## config.mk

```make
export PLATFORM = sky130hd
export DESIGN_NAME = switch_debouncer
export DESIGN_NICKNAME = d
export VERILOG_FILES = /design/src/rtl/switch_debouncer.sv
export SDC_FILE = /design/constraint.sdc
export NUM_CORES = 1
export LEC_CHECK = 0
export BUFFER_PORTS_ARGS = -buffer_cell sky130_fd_sc_hd__clkbuf_2
export CORE_MARGIN = 4
export CORE_UTILIZATION = 45
export CTS_CLUSTER_DIAMETER = 60
export DETAILED_ROUTE_END_ITERATION = 6
export PLACE_DENSITY = 0.67
export SYNTH_ARGS = -nofsm -noshare
export SYNTH_HDL_FRONTEND = slang
export SYNTH_SLANG_ARGS = --single-unit
```

## constraint.sdc

```tcl
create_clock -name clock -period 3.7 [get_ports clock]
set_clock_uncertainty 0.05 [all_clocks]
set_input_delay 0.555 -clock clock [delete_from_list [all_inputs] [get_ports clock]]
set_output_delay 0.555 -clock clock [all_outputs]
set_load 0.02 [all_outputs]
```

## src/rtl/switch_debouncer.sv

```systemverilog
// -----------------------------------------------------------------------------
// switch_debouncer
//   Conditions the four board push-buttons (1=up, 2=left, 3=right, 4=down).
//   Each raw switch passes through a two-flop synchroniser. A per-channel
//   counter then only accepts a new level once it has persisted for
//   DEBOUNCE_CYCLES consecutive clock edges. The accepted level is presented
//   as a clean registered output. A one-cycle press or release pulse is
//   emitted on the same edge that the accepted level changes.
//
// Ports
//   clock               in   1  system clock, rising edge
//   reset_n             in   1  asynchronous active-low reset
//   i_switch_1..4       in   1  raw switch levels (1 = pressed), asynchronous
//   switch_stable_1..4  out  1  debounced level per switch
//   o_press_pulse       out  4  bit k-1: one-cycle pulse on switch k 0->1
//   o_release_pulse     out  4  bit k-1: one-cycle pulse on switch k 1->0
// -----------------------------------------------------------------------------
module switch_debouncer #(
   parameter int DEBOUNCE_CYCLES = 250000,
   parameter int CNT_WIDTH       = 18
) (
   input  logic       clock,
   input  logic       reset_n,
   input  logic       i_switch_1,
   input  logic       i_switch_2,
   input  logic       i_switch_3,
   input  logic       i_switch_4,
   output logic       switch_stable_1,
   output logic       switch_stable_2,
   output logic       switch_stable_3,
   output logic       switch_stable_4,
   output logic [3:0] o_press_pulse,
   output logic [3:0] o_release_pulse
);

   localparam int                   NUM_CH  = 4;
   localparam logic [CNT_WIDTH-1:0] CNT_MAX = CNT_WIDTH'(DEBOUNCE_CYCLES - 1);
   localparam logic [CNT_WIDTH-1:0] CNT_ONE = CNT_WIDTH'(1);

   logic [NUM_CH-1:0]    raw_s;
   logic [NUM_CH-1:0]    sync1_r;
   logic [NUM_CH-1:0]    sync2_r;
   logic [NUM_CH-1:0]    stable_r;
   logic [NUM_CH-1:0]    press_r;
   logic [NUM_CH-1:0]    release_r;
   logic [CNT_WIDTH-1:0] cnt_r [NUM_CH];

   logic [NUM_CH-1:0]    stable_nxt_s;
   logic [NUM_CH-1:0]    press_nxt_s;
   logic [NUM_CH-1:0]    release_nxt_s;
   logic [CNT_WIDTH-1:0] cnt_nxt_s [NUM_CH];

   assign raw_s = {i_switch_4, i_switch_3, i_switch_2, i_switch_1};

   // Per-channel debounce decision: count mismatches, accept at terminal count.
   always_comb begin
      for (int k = 0; k < NUM_CH; k++) begin
         cnt_nxt_s[k]     = '0;
         stable_nxt_s[k]  = stable_r[k];
         press_nxt_s[k]   = 1'b0;
         release_nxt_s[k] = 1'b0;
         if (sync2_r[k] == stable_r[k]) begin
            // Agreement (or a bounce back) discards any partial count.
            cnt_nxt_s[k] = '0;
         end else if (cnt_r[k] >= CNT_MAX) begin
            // >= rather than == so a corrupted count still resolves at once.
            stable_nxt_s[k]  = sync2_r[k];
            press_nxt_s[k]   = sync2_r[k];
            release_nxt_s[k] = ~sync2_r[k];
            cnt_nxt_s[k]     = '0;
         end else begin
            cnt_nxt_s[k] = cnt_r[k] + CNT_ONE;
         end
      end
   end

   // Synchroniser, counters, accepted levels and edge pulses.
   always_ff @(posedge clock or negedge reset_n) begin
      if (!reset_n) begin
         sync1_r   <= 4'b0000;
         sync2_r   <= 4'b0000;
         stable_r  <= 4'b0000;
         press_r   <= 4'b0000;
         release_r <= 4'b0000;
         for (int k = 0; k < NUM_CH; k++) begin
            cnt_r[k] <= '0;
         end
      end else begin
         sync1_r   <= raw_s;
         sync2_r   <= sync1_r;
         stable_r  <= stable_nxt_s;
         press_r   <= press_nxt_s;
         release_r <= release_nxt_s;
         for (int k = 0; k < NUM_CH; k++) begin
            cnt_r[k] <= cnt_nxt_s[k];
         end
      end
   end

   assign switch_stable_1 = stable_r[0];
   assign switch_stable_2 = stable_r[1];
   assign switch_stable_3 = stable_r[2];
   assign switch_stable_4 = stable_r[3];
   assign o_press_pulse   = press_r;
   assign o_release_pulse = release_r;

endmodule

```

; ---- Word level (Yosys, flattened, before mapping)
; Cells that the tools add are included.
[op_classes]
muxes = 24
bitwise = 8
n_lt_le_gt_ge = 4
eq_ne = 4
reduce_logical = 4
addsub = 4
[ops]
columns = op, n
row1 = 2-to-1 mux 18 bit, 8
row2 = "adder 18 x 1 -> 18 bit, second input constant", 4
row3 = ">= comparator 18 bit, second input constant", 4
row4 = 2-to-1 mux 1 bit, 16
row5 = NOT 1 bit, 8
row6 = AND reduction 2 bit, 4
row7 = == test 1 bit, 4
[word_totals]
out_inout_bits = 12
input_bits = 6
word_cells = 60
register_bits = 92

; ---- Longest topological paths before layout
[logic_depth]
word_depth = 3
ltp_mapped = 6
depth_no_buf = 5

; ---- Worst setup path before layout
; No wires, ideal clock.
[synth_timing]
kind = register -> register
from = register cnt_r[0] (netlist name)
to = register stable_r[3]
required_ns = 3.525
path_stages_with_launch = 6
setup_time_ns = 0.125
slack_ns = 1.883
t_arrival_ns = 1.642
period_less_slack_ns = 1.817
path_buffers = 0
path_cell_list = dfrtp_1 > ha_1 > nand3_2 > a2111o_1 > a21o_2 > mux2_4
[synth_via]
elab_chain_len = 2
[synth_lines]
columns = item, line_no
row1 = "start, declared", 46  ; logic [CNT_WIDTH-1:0] cnt_r [NUM_CH];
row2 = "start signal, assigned by index", 95  ; cnt_r[k] <= cnt_nxt_s[k];
row3 = >= comparator 18 bit, 65  ; end else if (cnt_r[k] >= CNT_MAX) begin
row4 = AND reduction 2 bit (no source line), --
row5 = "end signal, assigned", 91  ; stable_r <= stable_nxt_s;
row6 = "end, declared", 43  ; logic [NUM_CH-1:0] stable_r;
; Every way passes these cells.
; A chain may end at the register's enable or synchronous reset.

==> results.env <==
OUTCOME='finished, final reports clean'
NFILLCELLS=842
END_KIND='register'
DR.PASS1.ITERS=5
POST-ROUTE-WORST-SETUP-SLACK_PS=1500
WORST_EP_ARRIVAL_TIME_PS=2370
FINALWORSTPATHREQUIREDPERIOD_PS=2200
DRV_SLEW=0
VIA_COUNT=3102
GPL.FINAL_WEIGHTED_CONGESTION=0.816
SETUP_REPAIR_BUFS_AFTER_CTS=0
YS_TOP_CELLS_BY_AREA='dfrtp_1 53%, xnor2_1 9.1%, nor2_1 6.7%'
TOP_AREA_CELL_TYPE_SHARE_OF_THE_NETLIST_AREA_PCT=53.3
CLOCK_SINK_COUNT=92
CTS_MADE_BUFFERS=9
POST_CTS_RESIZE_COUNT=0
FINAL_LAYOUT_SIZE_SUFFIX_GT1_SHARE_PCT=10.8
YOSYSSEQAREASHARE_PCT=53.3
SYNTHMOSTINSTANTIATEDCELL='dfrtp_1'
INITIAL_ANTENNA_VIOLATION_COUNT=0
HTREE_NUM_LEVELS=3
DRT_ITER0_MARKERS=95
MAXCAPVIOLATIONS=0
IO_BUFFER_COUNT=17
CP_MAX_FO=17
COUNT_OF_FLIP_FLOPS_WITH_A_BUILT_IN_ENABLE_AFTER_SYNTHESIS=0
PLACE_HPWL_UM=5200
CRITICAL_PATH_BUF_INV_COUNT=0
FIN_TNS_SETUP_PS=0
POWER.STATIC_LEAKAGE_nW=1.95
GRT_MAX_DEGREE=52
CATEGORY_OF_THE_WORST_SETUP_PATH_LAUNCH_POINT='register'
DIE_EXTENT_IN_X_UM=106
SYN_AREA_UM2=4320
SYNTH_FP_NETS=431
WORSTSKEWPAIRLATENCY_PS=360
IR_WORST_VDD_uV=236
CLOCK_PIN_SLEW_REPORTED_FOR_THE_WORST_SETUP_AND_HOLD_PATHS_AFTER_CLOCK_TREE_SYNTHESIS_PS=90
CPPEAKSTAGEDELAY_PS=610
PRE_CTS_WS_PS=1480
MAX-SLEW-MARGIN-REL_PCT=51.1
FRACTION_OF_THE_CYCLE_THE_FINAL_WORST_PATH_NEEDS_PCT=59.5
SETUP-VIOLATIONS-FINAL=0
MAX-CLOCK-PATH-BUFFERS=2
GR-TOTAL-OVERFLOW=0
VIAS_PER_CELL=5.40
REQUIRED_PS=3870
GRT_FIRST_PASS_WIRELENGTH_UM=14100
WHS_PS=151
SYNTH-WARNING-COUNT=0
ROUTE.DETAILED.DRC=0
DETAIL_ROUTE.WL_PER_CELL_UM=13.6
AREA_DELTA_SYNTH_FINAL_PCT=10.0
IO_PINS=18
DIE_H_UM=106
POST_SYNTHESIS_AVERAGE_CELL_AREA_UM2=10.3
CTS.HOLD.BUFFERS_ADDED=0
TOTALWIRELENGTH_UM=7810
PATH_DELAY_FAMILY='compound AO/OA/AOI/OAI gates'
ACHIEVABLE-FREQUENCY_GHz=0.454
GROUTE.USAGE.OVERALL_PCT=15.2
POWER_DENS_CELLS_nW_PER_UM2=401
CP_SLOWEST_CELL='a21oi_2'
CORE-AREA_UM2=9280
ANT_NETS=0
LAYOUT.CORE_UTILIZATION_PCT=51.1
SYNTH_TOP_FLOP_CELL='dfrtp_1'
ASYNCSETRESETFLOPFRACSYNTH_PCT=100
WORST-SETUP-PATH-TYPE='register to register'
FINALNETCOUNT=450
CTSROOTBUFFERMASTER='clkbuf_8'
TIMING.FINAL.HOLD_VIOLATIONS=0
ANTENNA_CELLS_INSERTED=0
GRT_PASS1_VIAS=3084
SYNTH_CELL_TYPES=42
DIE_AREA_UM2=11200
CRIT_PATH_CELL_TRACE='ha_1 -> nand3_2 -> a2111o_1 -> a21oi_2 -> nor2_1'
PLACEMENT_ROWS=35
SYNTH_COMMONEST_CELLS='92 x dfrtp_1, 77 x nor2_1, 45 x xnor2_1, 24 x nor4_1, 22 x nand3_1'
POSTSYNTHREGISTERBITS=92
INITIAL_UTILIZATION_PCT=46.5
RSZ0062_AT_GRT='false'
WORSTMARGINPINSLEW_PS=734
SYNTH_LARGEST_AREA_CELL='dfrtp_1'
CTS_TREE='built'
REPORT.POWER.TOTAL_mW=1.90
SYNTHESIZED_INSTANCE_COUNT=421
TIMING.HOLD.WORST.CLASS='primary input to asynchronous set/reset pin'
==> power by group <==
group	switching (mW)	leakage (nW)	internal, mW
Combinational	0.0587	0.579	0.0299
Sequential	0.0304	1.25	1.03
Clock	0.354	0.113	0.399
Total	0.443	1.95	1.46
==> per-layer routing <==
layer / share of wire (%) / global-route usage (%) / vias up
li1: - / - / 1518
met1: 48 / 20.5 / 1537
met2: 48 / 24.4 / 37
met3: 2.6 / 2.73 / 10
met4: 1.6 / 5.92 / 0
met5: 0 / 0 / -
==> sequential cells by signal, indices dropped and copies added (netlist names) <==
signal,flops
cnt_r,72
o_press_pulse,4
o_release_pulse,4
stable_r,4
sync1_r,4
sync2_r,4
==> per-stage QoR <==
| stage | cell area [um^2] | instances |
|---|---|---|
| 3_3_place_gp | 4520 | 558 |
| 4_1_cts | 4750 | 574 |
| 6_report | 4750 | 574 |
| 5_1_grt | 4750 | 574 |
| 2_1_floorplan | 4320 | 421 |
| 3_5_place_dp | 4520 | 558 |
==> cell type report <==
type / count / area, um^2 / area share, %
clock buffers: 10 / 138 / 2.90
clock inverters: 6 / 86.3 / 1.82
inverters: 12 / 45.0 / 0.949
multi-input cells: 306 / 1910 / 40.3
flip-flops and latches: 92 / 2300 / 48.5
well taps: 129 / 161 / 3.40
repair buffers: 19 / 103 / 2.16
==> cells by family (layout without fill, tap and decap cells) <==
group | after synthesis | after routing | share of synthesized area [%]
and+or+nand+nor | 208 | 208 | 24.6
DFF | 92 | 92 | 53.3
xor gates and xnor gates | 62 | 62 | 12.6
AOI/OAI and AO/OA | 29 | 29 | 5.16
buffers and inverters | 23 | 47 | 2.35
adders and majority gates | 4 | 4 | 1.16
muxes | 3 | 3 | 0.869
==> path summary, 6_finish.rpt <==
path	from	to	slack, ps	depth (start not counted)
setup / recovery	cnt_r[0]	cnt_r[4]	1500	5
hold / removal	reset_n	stable_r[0]	150	1
setup reg to reg	cnt_r[0]	cnt_r[4]	1500	5
hold reg to reg	sync1_r[3]	sync2_r[3]	300	0
max in group asynchronous	reset_n	cnt_r[42]	2660	2
min in group clock	i_switch_4	sync1_r[3]	250	1
==> layout by cell type, fill, tap and decap left out, drive strengths merged, types with 2 or more instances in the layout <==
cell | netlist | final
nor3b | 7 | 7
inv | 12 | 13
or4 | 3 | 3
buf | 5 | 3
ha | 4 | 4
nor4 | 25 | 25
a21oi | 7 | 7
clkbuf | 6 | 26
and3 | 7 | 7
clkinv | 0 | 2
xor2 | 17 | 17
o21a | 2 | 2
o31ai | 2 | 2
bufinv | 0 | 2
nand3 | 23 | 23
nor3 | 18 | 18
and4 | 5 | 5
xnor2 | 45 | 45
nand2 | 18 | 18
o21ai | 3 | 3
dfrtp | 92 | 92
o211ai | 7 | 7
nor2 | 77 | 77
a211o | 2 | 2
nand4 | 22 | 22
mux2 | 3 | 3
(Power assumes the default switching activity.)
